[config.mk]
export PLATFORM = sky130hd
export DESIGN_NAME = asp_reliable_flat
export DESIGN_NICKNAME = d
export VERILOG_FILES = /design/src/rtl/asp_reliable_if.sv /design/src/rtl/asp_reliable.sv /design/src/flat_wrapper.sv
export SDC_FILE = /design/constraint.sdc
export NUM_CORES = 1
export LEC_CHECK = 0
export ABC_AREA = 1
export CORE_ASPECT_RATIO = 1.1
export CORE_UTILIZATION = 41
export DETAILED_ROUTE_END_ITERATION = 10
export HOLD_SLACK_MARGIN = 0.08
export PLACE_DENSITY = 0.67
export SLEW_MARGIN = 20
export SYNTH_ARGS = -nofsm -noshare
export SYNTH_HDL_FRONTEND = slang
export SYNTH_SLANG_ARGS = --single-unit
[constraint.sdc]
create_clock -name clk -period 6.25 [get_ports clk]
set_input_delay 0.625 -clock clk [delete_from_list [all_inputs] [get_ports clk]]
set_output_delay 0.625 -clock clk [all_outputs]
set_load 0.05 [all_outputs]
[src/rtl/asp_reliable_if.sv]
// Host/network signal bundle for asp_reliable.
// slave = bridge side, master = host/network side.
interface asp_reliable_if #(
  parameter int data_size = 32,
  parameter int tag_size  = 8
);
  logic                          data_parity_ready_in;
  logic [data_size:0]            data_parity_in;
  logic                          network_data_ready_in;
  logic                          network_ACK_in;
  logic [data_size+tag_size-1:0] network_data_tag_in;
  logic                          parity_error_out;
  logic                          overflow_out;
  logic                          drop_out;
  logic                          host_data_ready_out;
  logic [data_size-1:0]          host_data_out;
  logic                          network_data_ready_out;
  logic                          network_ACK_out;
  logic [data_size+tag_size-1:0] network_data_tag_out;

  modport slave (
    input  data_parity_ready_in,
    input  data_parity_in,
    input  network_data_ready_in,
    input  network_ACK_in,
    input  network_data_tag_in,
    output parity_error_out,
    output overflow_out,
    output drop_out,
    output host_data_ready_out,
    output host_data_out,
    output network_data_ready_out,
    output network_ACK_out,
    output network_data_tag_out
  );

  modport master (
    output data_parity_ready_in,
    output data_parity_in,
    output network_data_ready_in,
    output network_ACK_in,
    output network_data_tag_in,
    input  parity_error_out,
    input  overflow_out,
    input  drop_out,
    input  host_data_ready_out,
    input  host_data_out,
    input  network_data_ready_out,
    input  network_ACK_out,
    input  network_data_tag_out
  );
endinterface

[src/rtl/asp_reliable.sv]
// Reliable ASP bridge: parity-checked host words are tagged, queued and
// retransmitted until ACKed; network words are ACKed and de-duplicated.
// Ports: clk, reset (async, active-high), bus (asp_reliable_if.slave).
module asp_reliable #(
  parameter int data_size   = 32,
  parameter int tag_size    = 8,
  parameter int depth       = 4,
  parameter int timeout     = 16,
  parameter int max_retries = 3,
  parameter int parity_odd  = 0
) (
  input  logic          clk,
  input  logic          reset,
  asp_reliable_if.slave bus
);
  localparam int w  = data_size + tag_size;
  localparam int aw = $clog2(depth);
  localparam int cw = aw + 1;
  localparam int tw = $clog2(timeout);
  localparam int rw = (max_retries > 0) ? $clog2(max_retries + 1) : 1;
  localparam logic          odd    = (parity_odd != 0);
  localparam logic [cw-1:0] full_c = cw'(depth);
  localparam logic [tw-1:0] t_last = tw'(timeout - 1);
  localparam logic [rw-1:0] r_max  = rw'(max_retries);

  typedef enum logic [1:0] {IDLE, SEND, WAIT_ACK} state_t;

  logic [w-1:0]        mem [depth];
  logic [aw-1:0]       wr_ptr;
  logic [aw-1:0]       rd_ptr;
  logic [cw-1:0]       count;
  logic [tag_size-1:0] seq;
  state_t              state;
  logic [tw-1:0]       timer;
  logic [rw-1:0]       retry;
  logic [tag_size-1:0] last_tag;
  logic                last_valid;

  logic                good;
  logic                full;
  logic                push;
  logic                pop;
  logic                expired;
  logic [w-1:0]        head;
  logic [tag_size-1:0] rx_tag;
  logic [data_size-1:0] rx_data;

  assign good    = bus.data_parity_ready_in
                 && ((^bus.data_parity_in) == odd);
  assign full    = (count == full_c);
  assign push    = good && !full;
  assign expired = (timer == t_last);
  assign pop     = (state == WAIT_ACK)
                 && (bus.network_ACK_in
                     || (expired && retry == r_max));
  assign head    = mem[rd_ptr];
  assign rx_tag  = bus.network_data_tag_in[w-1:data_size];
  assign rx_data = bus.network_data_tag_in[data_size-1:0];

  always_ff @(posedge clk) begin
    if (push)
      mem[wr_ptr] <= {seq, bus.data_parity_in[data_size-1:0]};
  end

  // Host ingress and queue bookkeeping; full is judged before the pop.
  always_ff @(posedge clk or posedge reset) begin
    if (reset) begin
      wr_ptr               <= '0;
      rd_ptr               <= '0;
      count                <= '0;
      seq                  <= '0;
      bus.parity_error_out <= 1'b0;
      bus.overflow_out     <= 1'b0;
    end else begin
      bus.parity_error_out <= bus.data_parity_ready_in && !good;
      bus.overflow_out     <= good && full;
      if (push) begin
        wr_ptr <= wr_ptr + aw'(1);
        seq    <= seq + tag_size'(1);
      end
      if (pop)
        rd_ptr <= rd_ptr + aw'(1);
      count <= count + cw'(push) - cw'(pop);
    end
  end

  // Transmit FSM; an ACK wins over a simultaneous timeout.
  always_ff @(posedge clk or posedge reset) begin
    if (reset) begin
      state                      <= IDLE;
      timer                      <= '0;
      retry                      <= '0;
      bus.network_data_ready_out <= 1'b0;
      bus.network_data_tag_out   <= '0;
      bus.drop_out               <= 1'b0;
    end else begin
      bus.network_data_ready_out <= 1'b0;
      bus.drop_out               <= 1'b0;
      unique case (state)
        IDLE: begin
          if (count != '0) begin
            state                      <= SEND;
            retry                      <= '0;
            bus.network_data_ready_out <= 1'b1;
            bus.network_data_tag_out   <= head;
          end
        end
        SEND: begin
          state <= WAIT_ACK;
          timer <= '0;
        end
        WAIT_ACK: begin
          if (bus.network_ACK_in) begin
            state <= IDLE;
          end else if (expired) begin
            if (retry == r_max) begin
              state        <= IDLE;
              bus.drop_out <= 1'b1;
            end else begin
              state                      <= SEND;
              retry                      <= retry + rw'(1);
              bus.network_data_ready_out <= 1'b1;
              bus.network_data_tag_out   <= head;
            end
          end else begin
            timer <= timer + tw'(1);
          end
        end
        default: state <= IDLE;
      endcase
    end
  end

  // Receive path: every word is ACKed, repeats of the last tag are
  // not re-delivered.
  always_ff @(posedge clk or posedge reset) begin
    if (reset) begin
      last_tag                <= '0;
      last_valid              <= 1'b0;
      bus.network_ACK_out     <= 1'b0;
      bus.host_data_ready_out <= 1'b0;
      bus.host_data_out       <= '0;
    end else begin
      bus.network_ACK_out     <= bus.network_data_ready_in;
      bus.host_data_ready_out <= 1'b0;
      if (bus.network_data_ready_in
          && !(last_valid && rx_tag == last_tag)) begin
        bus.host_data_out       <= rx_data;
        bus.host_data_ready_out <= 1'b1;
        last_tag                <= rx_tag;
        last_valid              <= 1'b1;
      end
    end
  end
endmodule

[src/flat_wrapper.sv]
// flat-port wrapper written by rule: the top's interface ports become plain ports
module asp_reliable_flat 
#(
  parameter int data_size   = 32,
  parameter int tag_size    = 8,
  parameter int depth       = 4,
  parameter int timeout     = 16,
  parameter int max_retries = 3,
  parameter int parity_odd  = 0
)
  (clk, reset, bus_data_parity_ready_in, bus_data_parity_in, bus_network_data_ready_in, bus_network_ACK_in, bus_network_data_tag_in, bus_parity_error_out, bus_overflow_out, bus_drop_out, bus_host_data_ready_out, bus_host_data_out, bus_network_data_ready_out, bus_network_ACK_out, bus_network_data_tag_out);
  asp_reliable_if #(.data_size(data_size), .tag_size(tag_size)) bus_i ();
  input  logic clk;
  input  logic reset;
  input wire logic [$bits(bus_i.data_parity_ready_in)-1:0] bus_data_parity_ready_in;
  input wire logic [$bits(bus_i.data_parity_in)-1:0] bus_data_parity_in;
  input wire logic [$bits(bus_i.network_data_ready_in)-1:0] bus_network_data_ready_in;
  input wire logic [$bits(bus_i.network_ACK_in)-1:0] bus_network_ACK_in;
  input wire logic [$bits(bus_i.network_data_tag_in)-1:0] bus_network_data_tag_in;
  output wire logic [$bits(bus_i.parity_error_out)-1:0] bus_parity_error_out;
  output wire logic [$bits(bus_i.overflow_out)-1:0] bus_overflow_out;
  output wire logic [$bits(bus_i.drop_out)-1:0] bus_drop_out;
  output wire logic [$bits(bus_i.host_data_ready_out)-1:0] bus_host_data_ready_out;
  output wire logic [$bits(bus_i.host_data_out)-1:0] bus_host_data_out;
  output wire logic [$bits(bus_i.network_data_ready_out)-1:0] bus_network_data_ready_out;
  output wire logic [$bits(bus_i.network_ACK_out)-1:0] bus_network_ACK_out;
  output wire logic [$bits(bus_i.network_data_tag_out)-1:0] bus_network_data_tag_out;
  assign bus_i.data_parity_ready_in = bus_data_parity_ready_in;
  assign bus_i.data_parity_in = bus_data_parity_in;
  assign bus_i.network_data_ready_in = bus_network_data_ready_in;
  assign bus_i.network_ACK_in = bus_network_ACK_in;
  assign bus_i.network_data_tag_in = bus_network_data_tag_in;
  assign bus_parity_error_out = bus_i.parity_error_out;
  assign bus_overflow_out = bus_i.overflow_out;
  assign bus_drop_out = bus_i.drop_out;
  assign bus_host_data_ready_out = bus_i.host_data_ready_out;
  assign bus_host_data_out = bus_i.host_data_out;
  assign bus_network_data_ready_out = bus_i.network_data_ready_out;
  assign bus_network_ACK_out = bus_i.network_ACK_out;
  assign bus_network_data_tag_out = bus_i.network_data_tag_out;
  asp_reliable #(.data_size(data_size), .tag_size(tag_size), .depth(depth), .timeout(timeout), .max_retries(max_retries), .parity_odd(parity_odd)) u_core (.clk(clk), .reset(reset), .bus(bus_i));
endmodule
Word level (Yosys, flattened, before mapping) --
Memory sizes are Yosys's and may differ from the RTL's. Index checks and enable logic that the tools add are counted. Widths: inputs -> output; s select.
Storage, ports and cells: memory bits (writable) 160, memories 1, bits of input ports 78, word-level logic and storage cells 88, register bits 110
Cells by class: bitwise operators 1, equal/unequal tests 12, reductions and logical operators 20, add/subtract/negate cells 7, muxes and demuxes 30
Memories:
- u_core.mem | words 4, width 40, read ports 1, clocked after memory_dff 0, wr ports 1, RTL line asp_reliable.sv:28 | logic [w-1:0] mem [depth];
Operators with widths (number):
- $mux 40 | 4
- $pmux 40 s2 | 1
- $reduce_xor 33->1 | 1
- $mux 2 | 7
- $mux 1 | 12
- $add 8x1->8 const B | 1
- $eq 8x8->1 | 1
- $logic_and 1x1->1 | 8
- $mux 4 | 2
- $pmux 4 s2 | 1
- $add 2x1->2 const B | 3
- $ne 2x2->1 const B | 3
- $pmux 2 s3 | 1
- $reduce_and 5->1 | 1
- $add 4x1->4 const B | 1
- $eq 2x2->1 const B | 2
- $eq 4x4->1 const B | 1
- $ne 2x1->1 const B | 2
- $pmux 2 s2 | 1
- $reduce_bool 2->1 | 2
- $add 3x1->3 | 1
- $eq 3x3->1 const B | 1
- $logic_not 1->1 | 3
- $ne 3x2->1 const B | 1
- other kinds (9) | 9

Longest topological paths before layout --
Gate-level depths: netlist of run 1.
depth in word-level cells 6, gate-level depth with buffers 18

Worst setup path before layout of run 1 --
OpenSTA, ideal clock, no wires.
path type input to register, from input bus_data_parity_in[24], to memory u_core.mem[0][0] (netlist name) (enable), data required time 5.812 ns, library setup time 0.438 ns, path buffers 1, arrival time 3.307 ns, setup slack 2.505 ns, stages on the path 14, path through nand2_1 inv_1 nor2_2 nand2_1 nand2_1 nand2_1 nand2_1 nand2_1 nand3_2 nand2_1 nand2_2 nand4_4 buf_6 nor2_1
On the way: word-level cells in the longest chain between the ends 6
Ends and longest elaborated chain:
- start, declared | RTL line flat_wrapper.sv:16 | input wire logic [$bits(bus_i.data_parity_in)-1:0] bus_data_parity_in;
- $reduce_xor 33->1 | RTL line asp_reliable.sv:49 | && ((^bus.data_parity_in) == odd);
- $not 1->1 | RTL line asp_reliable.sv:49
- $logic_and 1x1->1 | RTL line asp_reliable.sv:49
- $logic_and 1x1->1 | RTL line asp_reliable.sv:51 | assign push = good && !full;
- $mux 1 | RTL line asp_reliable.sv:61 | if (push)
- $mux 1 (not written as such) | RTL line asp_reliable.sv:62 | mem[wr_ptr] <= {seq, bus.data_parity_in[data_size-1:0]};
- end, declared | RTL line asp_reliable.sv:28
Every way passes these cells.

Worst setup path in the final report of run 1 --
from input bus_data_parity_in[0], to memory u_core.mem[0][12] (netlist name) (enable)
The elaborated chain is that of the path after synthesis.

==> impl.org, run 1 <==
** Yosys
- The Yosys step of the flow raised 0 warnings.
- Avg Cell Area, Syn :: 10.5 um^2
- Synthesized Nets :: 1145
- Most used flip-flop cell after synthesis :: sky130_fd_sc_hd__edfxtp_1
- Counting flops with a built-in enable in the synthesized netlist gives 160.
- Post-synthesis sequential element count :: 270
- Summing every instance area after synthesis gives 11100 um^2.
- The synthesized netlist contains 36 unique library cells.
- Number of instances in the synthesized netlist :: 1057
- For this run, asynchronously set or reset flops after synthesis account for 0.407.
- Post-synthesis sequential area ratio :: 0.679

** Clocking
- In this run, post-CTS hold repair placed 0 buffers.
- Clock sink count :: 270
- CTS max path bufs :: 3
- After clock tree synthesis, the clock-pin slew on the worst setup and hold paths is 0.06 ns.
- Clock tree synthesis inserted a total of 28 buffers.
- Cell chosen for the clock root :: sky130_fd_sc_hd__clkbuf_16
- In this run the number of H-tree levels came out at 1.
- Buffers added to address setup during post-CTS repair amount to 0.
- Clock latency on the worst-skew pair, taken at its later pin, is 0.54 ns.
- Clock tree from TritonCTS :: done
- Gates resized during post-CTS repair numbered 0.

** Timing
- Clock Skew :: 0.0112 ns
- Timing would allow up to 296 MHz.
- In this run the tightest slew margin relative to its limit is 0.333.
- Shortest clock period the worst path allows after layout :: 3.38 ns
- Accumulated negative setup slack :: 0 ns
- Share of the clock period used by the worst path after layout :: 0.541
- RSZ-0062 raised after global routing :: false
- Tightest Pin Transition :: 0.998 ns
- The number of endpoints with negative hold slack in the final report was 0.
- Setup violations remaining at the end of the flow were counted as 0.
- Final Hold Slack :: 0.448 ns
- The final count of pins violating max slew came to 0.

** Floorplan
- Row cnt :: 62
- For this configuration, the core starts out at a cell density of 0.422.
- Area of the die :: 27800 um^2
- Die boundary width :: 159 um
- Number of top-level pins :: 156
- The core region is 26400 um^2.
- Y dimension of the die :: 175 um

** Routing
- Wires add up to 23500 um.
- Dividing the detail-routed wire length by the instance count gives 14.9 um.
- Detailed routing inserted a total of 7611 vias.
- DRC errors left :: 0
- Starting DRT DRC Count :: 402
- Dividing the detail-routed via count by the number of cells gives 4.81.
- The detail route stage leaves a number of antenna-violating nets equal to 0.
- Number of search-and-repair iterations in the first detailed-routing pass :: 4

** Worst setup path
- At the worst endpoint, the required time is 6.49 ns.
- In this run the worst path has a maximum fanout of 30.
- The worst setup path is captured at a flip-flop.
- Depth of the worst register-to-register path :: 7
- The worst setup path is launched from an input pin.
- Data arrival, critical path :: 3.62 ns
- List of cells traversed by the critical path :: clkdlybuf4s50_1 > xor2_1 > nand2_1 > nand2_1 > nand2_1 > nand2_1 > nand2_1 > nand2_1 > inv_1 > nand3_2 > nand4_4 > nor2_4 > buf_4
- Counting stages on the worst path, the most repeated cell is sky130_fd_sc_hd__nand2_1.
- Slowest-stage cell, CP :: sky130_fd_sc_hd__nor2_4
- In this run the critical register-to-register path is launched from u_core.count[1].
- Critical path's largest stage delay :: 0.86 ns
- Crit Path Category :: input pin to flip-flop
- Origin of the worst setup path :: bus_data_parity_in[0]

** Placed design
- Detailed placement ended at an HPWL of 14300 um.
- Global placer's final weighted congestion :: 0.785
- In this run the cell area measured after placement is 13100 um^2.
- Count of input and output buffers :: 155

** Final layout
- Nets@finish :: 1295
- Top library cells by usage in the layout, fill and taps aside :: sky130_fd_sc_hd__nand2_1, sky130_fd_sc_hd__nor2_1, sky130_fd_sc_hd__edfxtp_1, sky130_fd_sc_hd__clkdlybuf4s50_1, sky130_fd_sc_hd__dfrtp_1
- Most frequent standard cell in the layout excluding fill and tap cells :: sky130_fd_sc_hd__nand2_1
- Number of inserted diodes :: 0
- Synth-to-Final Area Change :: 26.2%
- Share of cells above drive strength 1 :: 0.0618
- Post-layout instance area :: 14000 um^2

** Worst hold path
- Worst hold start :: u_core.last_valid
- The path class of the tightest hold or removal check is flip-flop to flip-flop.
- The worst hold path passes through 2 cells.

** Global route
- The total overflow left after global routing is 0.
- The number of global-route vias before repair came to 7603.
- The number of antenna violations at the first check in global routing is 0.
- Across every metal layer, demand over resource in global routing totals 0.174.
- The first global-routing pass estimated 38800 um of wire.
- Entering global routing, the biggest net connects 86 pins.

** Power
- Across the VDD grid, the largest voltage drop is 0.347 mV.
- Final Total Pwr :: 0.00658 W
- Power density over the cells :: 469 nW/um^2
- Standby leakage power :: 5.70 nW

** Status
- The flow ran to the end, and the final reports show no timing, DRC or antenna violations.

** Run
- Max Cap Violations :: 0
stage by stage:
step / worst slack, ns / instances / utilization
global route: 2.56 / 1581 / 0.532
detailed placement: 2.23 / 1529 / 0.495
finish: 2.87 / 1581 / 0.532
floorplan: 2.50 / 1057 / -
global placement: 2.32 / 1529 / 0.495
CTS: 2.79 / 1581 / 0.532
where the power goes:
part	leakage [nW]	switching [W]	total [W]	internal, W
clock	0.489	0.000662	0.00175	0.00109
combinational	2.44	0.00161	0.00234	0.000731
sequential	2.77	0.000191	0.00250	0.00231
total	5.70	0.00246	0.00658	0.00412
synthesized netlist by cell type (2+ instances only):
cell | number | area, um^2
sky130_fd_sc_hd__nand3_1 | 22 | 110
sky130_fd_sc_hd__clkbuf_1 | 24 | 90.1
sky130_fd_sc_hd__ha_1 | 9 | 113
sky130_fd_sc_hd__o22ai_1 | 2 | 12.5
sky130_fd_sc_hd__dfrtp_1 | 110 | 2750
sky130_fd_sc_hd__nor2_2 | 2 | 12.5
sky130_fd_sc_hd__o21ai_0 | 77 | 385
sky130_fd_sc_hd__nand2_1 | 257 | 965
sky130_fd_sc_hd__inv_1 | 53 | 199
sky130_fd_sc_hd__nor3_1 | 5 | 25.0
sky130_fd_sc_hd__nand3_2 | 3 | 30.0
sky130_fd_sc_hd__edfxtp_1 | 160 | 4800
sky130_fd_sc_hd__xor2_1 | 16 | 140
sky130_fd_sc_hd__o21ai_1 | 13 | 65.1
sky130_fd_sc_hd__nand3b_1 | 2 | 15.0
sky130_fd_sc_hd__buf_2 | 14 | 70.1
sky130_fd_sc_hd__inv_2 | 3 | 11.3
sky130_fd_sc_hd__o31ai_1 | 2 | 15.0
sky130_fd_sc_hd__nor2_1 | 210 | 788
sky130_fd_sc_hd__a21oi_1 | 4 | 20.0
sky130_fd_sc_hd__buf_1 | 5 | 18.8
sky130_fd_sc_hd__nand2_2 | 2 | 12.5
sky130_fd_sc_hd__a31oi_1 | 40 | 250
sky130_fd_sc_hd__xnor2_1 | 10 | 87.6
cell type report:
type                            count  area (um^2)
Clock inverter                     10          154
Inverter                           56          218
Timing Repair Buffer              165         1630
Clock buffer                       42          836
Sequential cell                   270         7560
Fill cell                        2303        12300
Tap cell                          352          440
Multi-Input combinational cell    686         3210
state kept, by name, summed over array words and instances, names as in the netlist, 2 cells and up:
register and count:
u_core.bus.host_data_out 32, u_core.bus.network_data_tag_out 40, u_core.count 3, u_core.last_tag 8, u_core.mem 160, u_core.rd_ptr 2, u_core.retry 2, u_core.seq 8
u_core.state 2, u_core.timer 4, u_core.wr_ptr 2
kinds of logic (layout without fill, tap and decap cells):
logic type | after synthesis | after routing | synth area share
buffers and inverters | 101 | 273 | 0.0366
XOR/XNOR | 27 | 27 | 0.0219
AND/OR/NAND/NOR | 508 | 508 | 0.181
AO/OA/AOI/OAI | 141 | 141 | 0.0695
flip-flops | 270 | 270 | 0.679
adder cells (fa/ha/maj) | 10 | 10 | 0.0119
path summary, 6_finish.rpt:
check | endpoint | slack (ns)
worst max-delay path | u_core.mem[0][12] | 2.87
worst min-delay path | u_core.last_valid | 0.45
worst max register to register | u_core.mem[0][12] | 3.45
worst min register to register | u_core.last_valid | 0.45
max in group asynchronous | u_core.bus.network_data_tag_out[29] | 4.67
min in group asynchronous | u_core.bus.host_data_out[7] | 0.61
layer usage:
layer / global-route usage / vias up / part of all wire
met5: 0 / - / 0
met4: 0.0461 / 0 / 0.019
met3: 0.0280 / 34 / 0.050
met2: 0.295 / 202 / 0.48
met1: 0.233 / 3565 / 0.45
li1: - / 3810 / -
worst max-delay path: cells and delay by family:
kind / cells / cell delay (ns)
and+or+nand+nor: 9 / 1.69
buffers and inverters: 3 / 1.04
xor gates and xnor gates: 1 / 0.23
Power figures use the tool's default switching activity.
==> run 2, diff against run 1 <==
--- a/config.mk
+++ b/config.mk
@@ -10,7 +10,7 @@
 export CORE_UTILIZATION = 41
 export DETAILED_ROUTE_END_ITERATION = 10
 export HOLD_SLACK_MARGIN = 0.08
-export PLACE_DENSITY = 0.67
+export PLACE_DENSITY = 0.69
 export SLEW_MARGIN = 20
 export SYNTH_ARGS = -nofsm -noshare
 export SYNTH_HDL_FRONTEND = slang
==> constraint.sdc (replaced) <==
create_clock -name clk -period 3.1 [get_ports clk]
set_input_delay 0.31 -clock clk [delete_from_list [all_inputs] [get_ports clk]]
set_output_delay 0.31 -clock clk [all_outputs]
set_load 0.05 [all_outputs]
==> run 2 against run 1 <==
Compared with the run above:
- total power increased by 100%
- wire length rose by 1.3%
- clock skew is 0.0059 ns higher
- clock power up 99%
- flip-flop and latch count stayed put
- register-to-register slack got worse by 2.6 ns
==> impl.org, run 2 (synthesis gave the netlist of run 1 again) <==
** Routing
- The wire length after detailed routing came to 23800 um (+1.3%).
- The detailed router's first-iteration violation count was 454 (+13%).
- The first-pass iteration count of the detailed router is 4 (unchanged).
- Number of vias after detailed routing :: 7752 (+1.9%)
- The count of unresolved DRC violations after routing was 0 (unchanged).
- The per-cell routed wire length came to 14.8 um (-0.25%).
- The via-per-instance ratio was 4.83 (+0.27%).
- Number of nets with antenna violations after detailed routing :: 0 (unchanged)

** Global route
- Global-route wire length before repair :: 38700 um (-0.30%)
- The maximum number of pins on one net before global-route repair is 111 (+29%).
- Gr usage total :: 0.173 (-0.000522)
- The total congestion overflow after global routing was 0 (unchanged).
- Initial antenna violation count :: 0 (unchanged)
- The number of global-route vias before repair was 7461 (-1.9%).

** Final layout
- Top library cells by usage in the layout, fill and taps aside :: sky130_fd_sc_hd__nand2_1, sky130_fd_sc_hd__nor2_1, sky130_fd_sc_hd__edfxtp_1, sky130_fd_sc_hd__clkdlybuf4s50_1, sky130_fd_sc_hd__dfrtp_1
- Registers with the most flip-flops :: u_core.mem: 160 flops, u_core.bus.network_data_tag_out: 40 flops, u_core.bus.host_data_out: 32 flops
- Core utilization of the finished layout :: 0.542 (+0.00935)
- The number of nets in the final layout is 1319 (+1.9%).
- Top reg by flops :: u_core.mem
- Number of inserted diodes :: 0 (unchanged)
- Synth-to-Final Area Change :: 28.4%
- Leaving out fill and tap cells, the most frequent cell in the layout is sky130_fd_sc_hd__nand2_1.
- The cell area after layout was 14300 um^2 (+1.8%).
- Share of cells above drive strength 1 :: 0.0797 (+0.0179)
- Largest register FFs :: 160 (unchanged)

** Floorplan
- The die footprint came to 27800 um^2 (unchanged).
- The overall die width is 159 um (unchanged).
- Placeable core area :: 26400 um^2 (unchanged)
- Number of top-level pins :: 156 (unchanged)
- Initial standard-cell utilization of the core :: 0.422 (unchanged)
- Y dimension of the die :: 175 um (unchanged)
- The row count came to 62 (unchanged).

** Timing
- The worst clock skew came to 0.0171 ns (+0.00589 ns).
- The worst path setup slack after routing is 0.629 ns (-2.24 ns).
- Relative slew slack :: 0.389 (+0.0561)
- RSZ-0062 raised after global routing :: false
- The final count of pins violating max slew was 0 (unchanged).
- Final hold violation count :: 0 (unchanged)
- The final-report setup violation count is 0 (unchanged).
- Timing would allow up to 405 MHz.
- The worst-margin pin slew came to 0.916 ns (-0.0818 ns).
- Share of the clock period used by the worst path after layout :: 0.797
- For the finished layout, the period the worst path requires is 2.47 ns.

** Clocking
- Clock tree from TritonCTS :: done
- Cell chosen for the clock root :: sky130_fd_sc_hd__clkbuf_16
- The maximum buffer depth of the clock tree came to 3 (unchanged).
- The quantity of hold-fixing buffers added after cts is 0 (unchanged).
- Clock buffers created by TritonCTS :: 29 (+3.6%)
- CTS clk-pin slew, worst paths :: 0.06 ns (about the same)
- Setup Buffers After CTS :: 0 (unchanged)
- The level count of the clock H-tree was 1 (unchanged).
- The clock latency on the worst-skew pair is 0.55 ns (about the same).
- Resized cells post-CTS :: 0 (unchanged)
- Clock sink count :: 270 (unchanged)

** Power
- IR Drop Worst-Case VDD :: 0.667 mV (+92%)
- The total leakage power was 5.83 nW (+2.2%).
- Power density over the cells :: 937 nW/um^2 (+100%)

** Worst setup path
- The slowest stage of the critical path is the sky130_fd_sc_hd__clkdlybuf4s50_1 cell.
- List of cells traversed by the critical path :: clkdlybuf4s50_1 > xnor2_2 > inv_1 > nand2_1 > nand2_1 > nand2_1 > nand2_1 > nand2_1 > nand2_1 > inv_1 > nand3_2 > nand4_4 > inv_1 > ha_1 > fa_1 > xor2_1
- Depth of the worst register-to-register path :: 10 (+3)
- The worst setup path is of the input pin to flip-flop kind.
- The endpoint required time on the critical path was 3.52 ns (-2.97 ns).
- STA classifies the critical path endpoint as a flip-flop.
- The largest stage delay on the critical path is 0.52 ns (-0.34 ns).
- Data arrival, critical path :: 2.89 ns (-0.73 ns)
- Critical path peak fanout :: 15 (-50%)
- Critical path's most frequent cell :: sky130_fd_sc_hd__nand2_1
- Crit start category :: input pin

** Worst hold path
- The tightest min-delay check is of the input pin to flip-flop type.
- The hold-critical path depth was 1 (-1).

** Run
- The total of max-cap violations is 0 (unchanged).

** Placed design
- The half-perimeter wire length after placement came to 14800 um (+3.6%).
- Place WS :: 0.0724 ns (-2.16 ns)
- The instance area after placement is 13300 um^2 (+2.0%).
- The final weighted congestion in routability-driven placement was 0.776 (-1.1%).
- The number of input and output port buffers inserted was 155 (unchanged).

** Status
- The flow ran to the end, and the final reports show no timing, DRC or antenna violations.
[run 2: power breakdown]
part,switching (W),internal (W),total (W)
Combinational,0.00328,0.00159,0.00488
Sequential,0.000385,0.00465,0.00503
Clock,0.00136,0.00211,0.00348
Total,0.00503,0.00836,0.0134
[run 2: final cells by class]
type | count | area [um^2]
multi-input combinational | 686 | 3210
fill | 2282 | 12100
inverter | 56 | 214
clock buffer | 35 | 778
sequential | 270 | 7560
timing repair buffer | 188 | 1890
clock inverter | 19 | 201
tap | 352 | 440
[run 2: worst max-delay path: cells and delay by family]
kind,cells,cell delay [ns]
adder cells (fa/ha/maj),2,0.59
XOR/XNOR,2,0.45
AND/OR/NAND/NOR,8,0.74
buffers and inverters,4,0.78
[run 2: worst paths after layout]
| check | endpoint | slack, ns | startpoint |
|---|---|---|---|
| worst max-delay path | u_core.count[2] | 0.63 | bus_data_parity_in[5] |
| worst min-delay path | u_core.bus.network_ACK_out | 0.24 | bus_network_data_ready_in |
| worst max register to register | u_core.count[2] | 0.81 | u_core.timer[0] |
| min in group asynchronous | u_core.bus.network_data_tag_out[18] | 0.30 | reset |
| max in group asynchronous | u_core.rd_ptr[0] | 2.30 | reset |
| worst min register to register | u_core.last_valid | 0.46 | u_core.last_valid |
[run 2: layer usage]
layer  wire length (um)  part of all wire  GRT usage  vias to the layer above
met1              10300              0.43      0.222                     3663
met2              11900              0.50      0.306                      203
met4                272             0.011     0.0353                        0
met5                  0                 0          0                        -
li1                   -                 -          -                     3864
met3               1340             0.056     0.0323                       22
[run 2: per-stage QoR]
step | std cells | TNS [ns] | total power [W] | hold WS, ns
after detailed placement | 1552 | 0 | 0.0100 | 0.441
after floorplan | 1057 | -52.82 | 0.00833 | 0.341
final | 1606 | 0 | 0.0134 | 0.244
after global routing | 1606 | 0 | 0.0142 | 0.228
after global placement | 1552 | 0 | 0.00992 | 0.435
after CTS | 1606 | 0 | 0.0136 | 0.216
==> run 3, diff against run 2 <==
==> constraint.sdc (replaced) <==
create_clock -name clk -period 2.15 [get_ports clk]
set_input_delay 0.215 -clock clk [delete_from_list [all_inputs] [get_ports clk]]
set_output_delay 0.215 -clock clk [all_outputs]
set_load 0.05 [all_outputs]
==> run 3 against run 2 <==
Compared with the run above:
- clock power up 46%
- flip-flop and latch count is the same
- total power increased by 48%
- global-route usage rose by 0.18 points
- utilization grew 2.5 points
- die area unchanged
- critical path type is now flip-flop to flip-flop
- largest cell class unchanged
- highest routed layer unchanged
==> impl.org, run 3 (synthesis gave the netlist of run 1 again) <==
** Status
- Outcome :: complete, no violations

** Clocking
- The level count of the clock H-tree came to 1 (unchanged).
- The count of clock tree sinks was 270 (unchanged).
- Cell chosen for the clock root :: sky130_fd_sc_hd__clkbuf_16
- Clock tree from TritonCTS :: done
- CTS max path bufs :: 3 (unchanged)
- Clock buffers created by TritonCTS :: 28 (-3.4%)
- The clock latency on the worst-skew pair is 0.54 ns (about the same).
- CTS clk-pin slew, worst paths :: 0.06 ns (about the same)

** Floorplan
- The die footprint is 27800 um^2 (unchanged).
- The row count was 62 (unchanged).
- The initial core utilization came to 0.422 (unchanged).
- The overall die width is 159 um (unchanged).
- The core box area was 26400 um^2 (unchanged).
- Number of top-level pins :: 156 (unchanged)
- Y dimension of the die :: 175 um (unchanged)

** Power
- The total power divided by cell area was 1330 nW/um^2 (+42%).
- Final Total Pwr :: 0.0198 W (+48%)
- The largest voltage drop on the vdd net was 0.676 mV (+1.3%).
- The total leakage power was 6.30 nW (+8.1%).

** Timing
- The worst path setup slack after routing is 0.0498 ns (-0.579 ns).
- Setup violation total in the final timing report :: 0 (unchanged)
- Final hold violation count :: 0 (unchanged)
- Clock Skew :: 0.0174 ns (+0.000306 ns)
- The worst-margin pin slew was 0.789 ns (-0.127 ns).
- Share of the clock period used by the worst path after layout :: 0.977
- The relative slew slack came to 0.470 (+0.0807).
- Final number of max-transition violations :: 0 (unchanged)
- Static timing analysis puts the maximum clock frequency at 476 MHz.
- After layout, the minimum clock period comes to 2.10 ns.

** Final layout
- Nets@finish :: 1359 (+3.0%)
- Leaving out fill and tap cells, the most frequent cells in the layout are sky130_fd_sc_hd__nand2_1, sky130_fd_sc_hd__nor2_1, sky130_fd_sc_hd__edfxtp_1, sky130_fd_sc_hd__clkdlybuf4s50_1, sky130_fd_sc_hd__dfrtp_1.
- Share of cells above drive strength 1 :: 0.123 (+0.0432)
- The largest registers in the layout are u_core.mem: 160 flops, u_core.bus.network_data_tag_out: 40 flops, u_core.bus.host_data_out: 32 flops.
- Post-layout instance area :: 14900 um^2 (+4.6%)
- The end-of-flow core utilization is 0.567 (+0.0249).
- The antenna cell count came to 0 (unchanged).
- Ranked by flip-flop count, first place goes to u_core.mem.
- Number of standard cells in the layout, taps in and fillers out :: 1645 (+2.4%)
- The flip-flop count of the largest register after layout is 160 (unchanged).
- Most frequent standard cell in the layout excluding fill and tap cells :: sky130_fd_sc_hd__nand2_1
- Compared with the post-synthesis result, the final layout area differs by 34.3%.

** Worst hold path
- Worst hold start :: bus_data_parity_in[18]
- Worst hold path cell count :: 2 (+1)
- The min-delay analysis places its worst path in the category input pin to flip-flop.
- Worst hold path endpoint :: u_core.mem[0][18]

** Global route
- The number of global-route vias before repair is 7713 (+3.4%).
- Global-route wire length before repair :: 39000 um (+0.66%)
- The total congestion overflow after global routing is 0 (unchanged).
- Gr usage total :: 0.175 (+0.00176)
- Pin count of the biggest net entering global routing :: 83 (-25%)
- The number of antenna violations at the first check in global routing came to 0 (unchanged).

** Routing
- Starting DRT DRC Count :: 514 (+13%)
- The via-per-instance ratio was 4.85 (+0.56%).
- DRC errors left :: 0 (unchanged)
- Final wirelength :: 24600 um (+3.2%)
- Number of vias after detailed routing :: 7985 (+3.0%)
- The per-cell routed wire length is 14.9 um (+0.78%).
- Number of nets with antenna violations after detailed routing :: 0 (unchanged)
- The first-pass iteration count of the detailed router is 4 (unchanged).

** Placed design
- Count of input and output buffers :: 155 (unchanged)
- Sum of net half-perimeters after detailed placement :: 15600 um (+5.1%)
- Place WS :: -0.540 ns (-0.612 ns)
- The number of cells after detailed placement is 1583 (+2.0%).
- Placed standard-cell area :: 13700 um^2 (+2.7%)
- The final weighted congestion in routability-driven placement is 0.807 (+4.0%).

** Worst setup path
- The peak fanout along the critical path is 3 (-12).
- Crit start category :: flip-flop
- Crit Path Category :: flip-flop to flip-flop
- Data arrival, critical path :: 2.52 ns (-0.37 ns)
- R2r setup slk :: 0.05 ns (-0.76 ns)
- The cell count of the worst reg-to-reg path came to 9 (-1).
- Worst reg2reg path endpoint :: u_core.count[1]
- In this run the critical register-to-register path is launched from u_core.timer[1].
- Critical path data required time :: 2.57 ns (-0.95 ns)
- STA classifies the critical path endpoint as a flip-flop.

** Run
- The total of max-cap violations was 0 (unchanged).
## run 3: cell types whose count changed in the layout (fill, tap and decap cells not counted), sizes merged
cell	before	now
buf	33	70
clkdlybuf4s50	155	134
dlymetal6s2s	0	21
clkbuf	35	39
clkinv	13	10
dlygate4sd3	0	2
bufinv	4	5
clkinvlp	2	1
inv	56	55
## run 3: timing repair
| item | in CTS | in global routing |
|---|---|---|
| endpoints found under the hold margin | 0 | 7 |
| buffers inserted | 1 | 6 |
| hold buffers | 0 | 2 |
| pin swaps | 0 | 8 |
| setup endpoints to repair | 2 | 167 |
| gates cloned | 0 | 2 |
| resized for setup | 4 | 40 |
## run 3: layout make-up
| type | count | area [um^2] |
|---|---|---|
| clock buffers | 37 | 776 |
| fillers | 2162 | 11400 |
| multi-input cells | 686 | 3350 |
| flip-flops and latches | 270 | 7560 |
| clock inverters | 15 | 213 |
| well taps | 352 | 440 |
| repair buffers | 229 | 2390 |
| inverters | 56 | 216 |
## run 3: worst max path at each step
stage	end	slack (ns)	from
6_report	u_core.count[1]	0.05	u_core.timer[1]
5_1_grt	u_core.count[2]	-0.02	u_core.timer[1]
4_1_cts	u_core.count[2]	-0.004	u_core.timer[0]
3_5_place_dp	u_core.count[2]	-0.54	bus_data_parity_in[5]
3_3_place_gp	u_core.count[2]	-0.50	bus_data_parity_in[1]
2_1_floorplan	u_core.mem[1][0]	-0.48	bus_data_parity_in[24]
## run 3: metrics by stage
| stage | hold slack, ns | setup TNS [ns] |
|---|---|---|
| after floorplan | 0.246 | -58.56 |
| after global placement | 0.438 | -80.19 |
| after detailed placement | 0.438 | -87.74 |
| after CTS | 0.127 | -0.00429 |
| after global routing | 0.0864 | -0.107 |
| final | 0.0759 | 0 |
## run 3: critical path, cell delays in order, from the launching register on
cell	delay (ns)
sky130_fd_sc_hd__dfrtp_1	0.39
sky130_fd_sc_hd__ha_2	0.23
sky130_fd_sc_hd__nand2_4	0.07
sky130_fd_sc_hd__nor2_4	0.10
sky130_fd_sc_hd__nand2_2	0.08
sky130_fd_sc_hd__a21oi_4	0.25
sky130_fd_sc_hd__ha_4	0.24
sky130_fd_sc_hd__inv_2	0.06
sky130_fd_sc_hd__ha_4	0.13
sky130_fd_sc_hd__fa_2	0.42
## run 3: power by group
part	switching (W)	total [W]	internal, W
combinational	0.00483	0.00745	0.00262
clock	0.00194	0.00508	0.00314
sequential	0.000588	0.00729	0.00670
## run 3: layer usage
metal / up-vias / wire length (um) / track usage
met2: 241 / 12000 / 0.309
met4: 0 / 467 / 0.0525
met3: 40 / 1450 / 0.0313
met5: - / 0 / 0
met1: 3757 / 10600 / 0.219
li1: 3947 / - / -
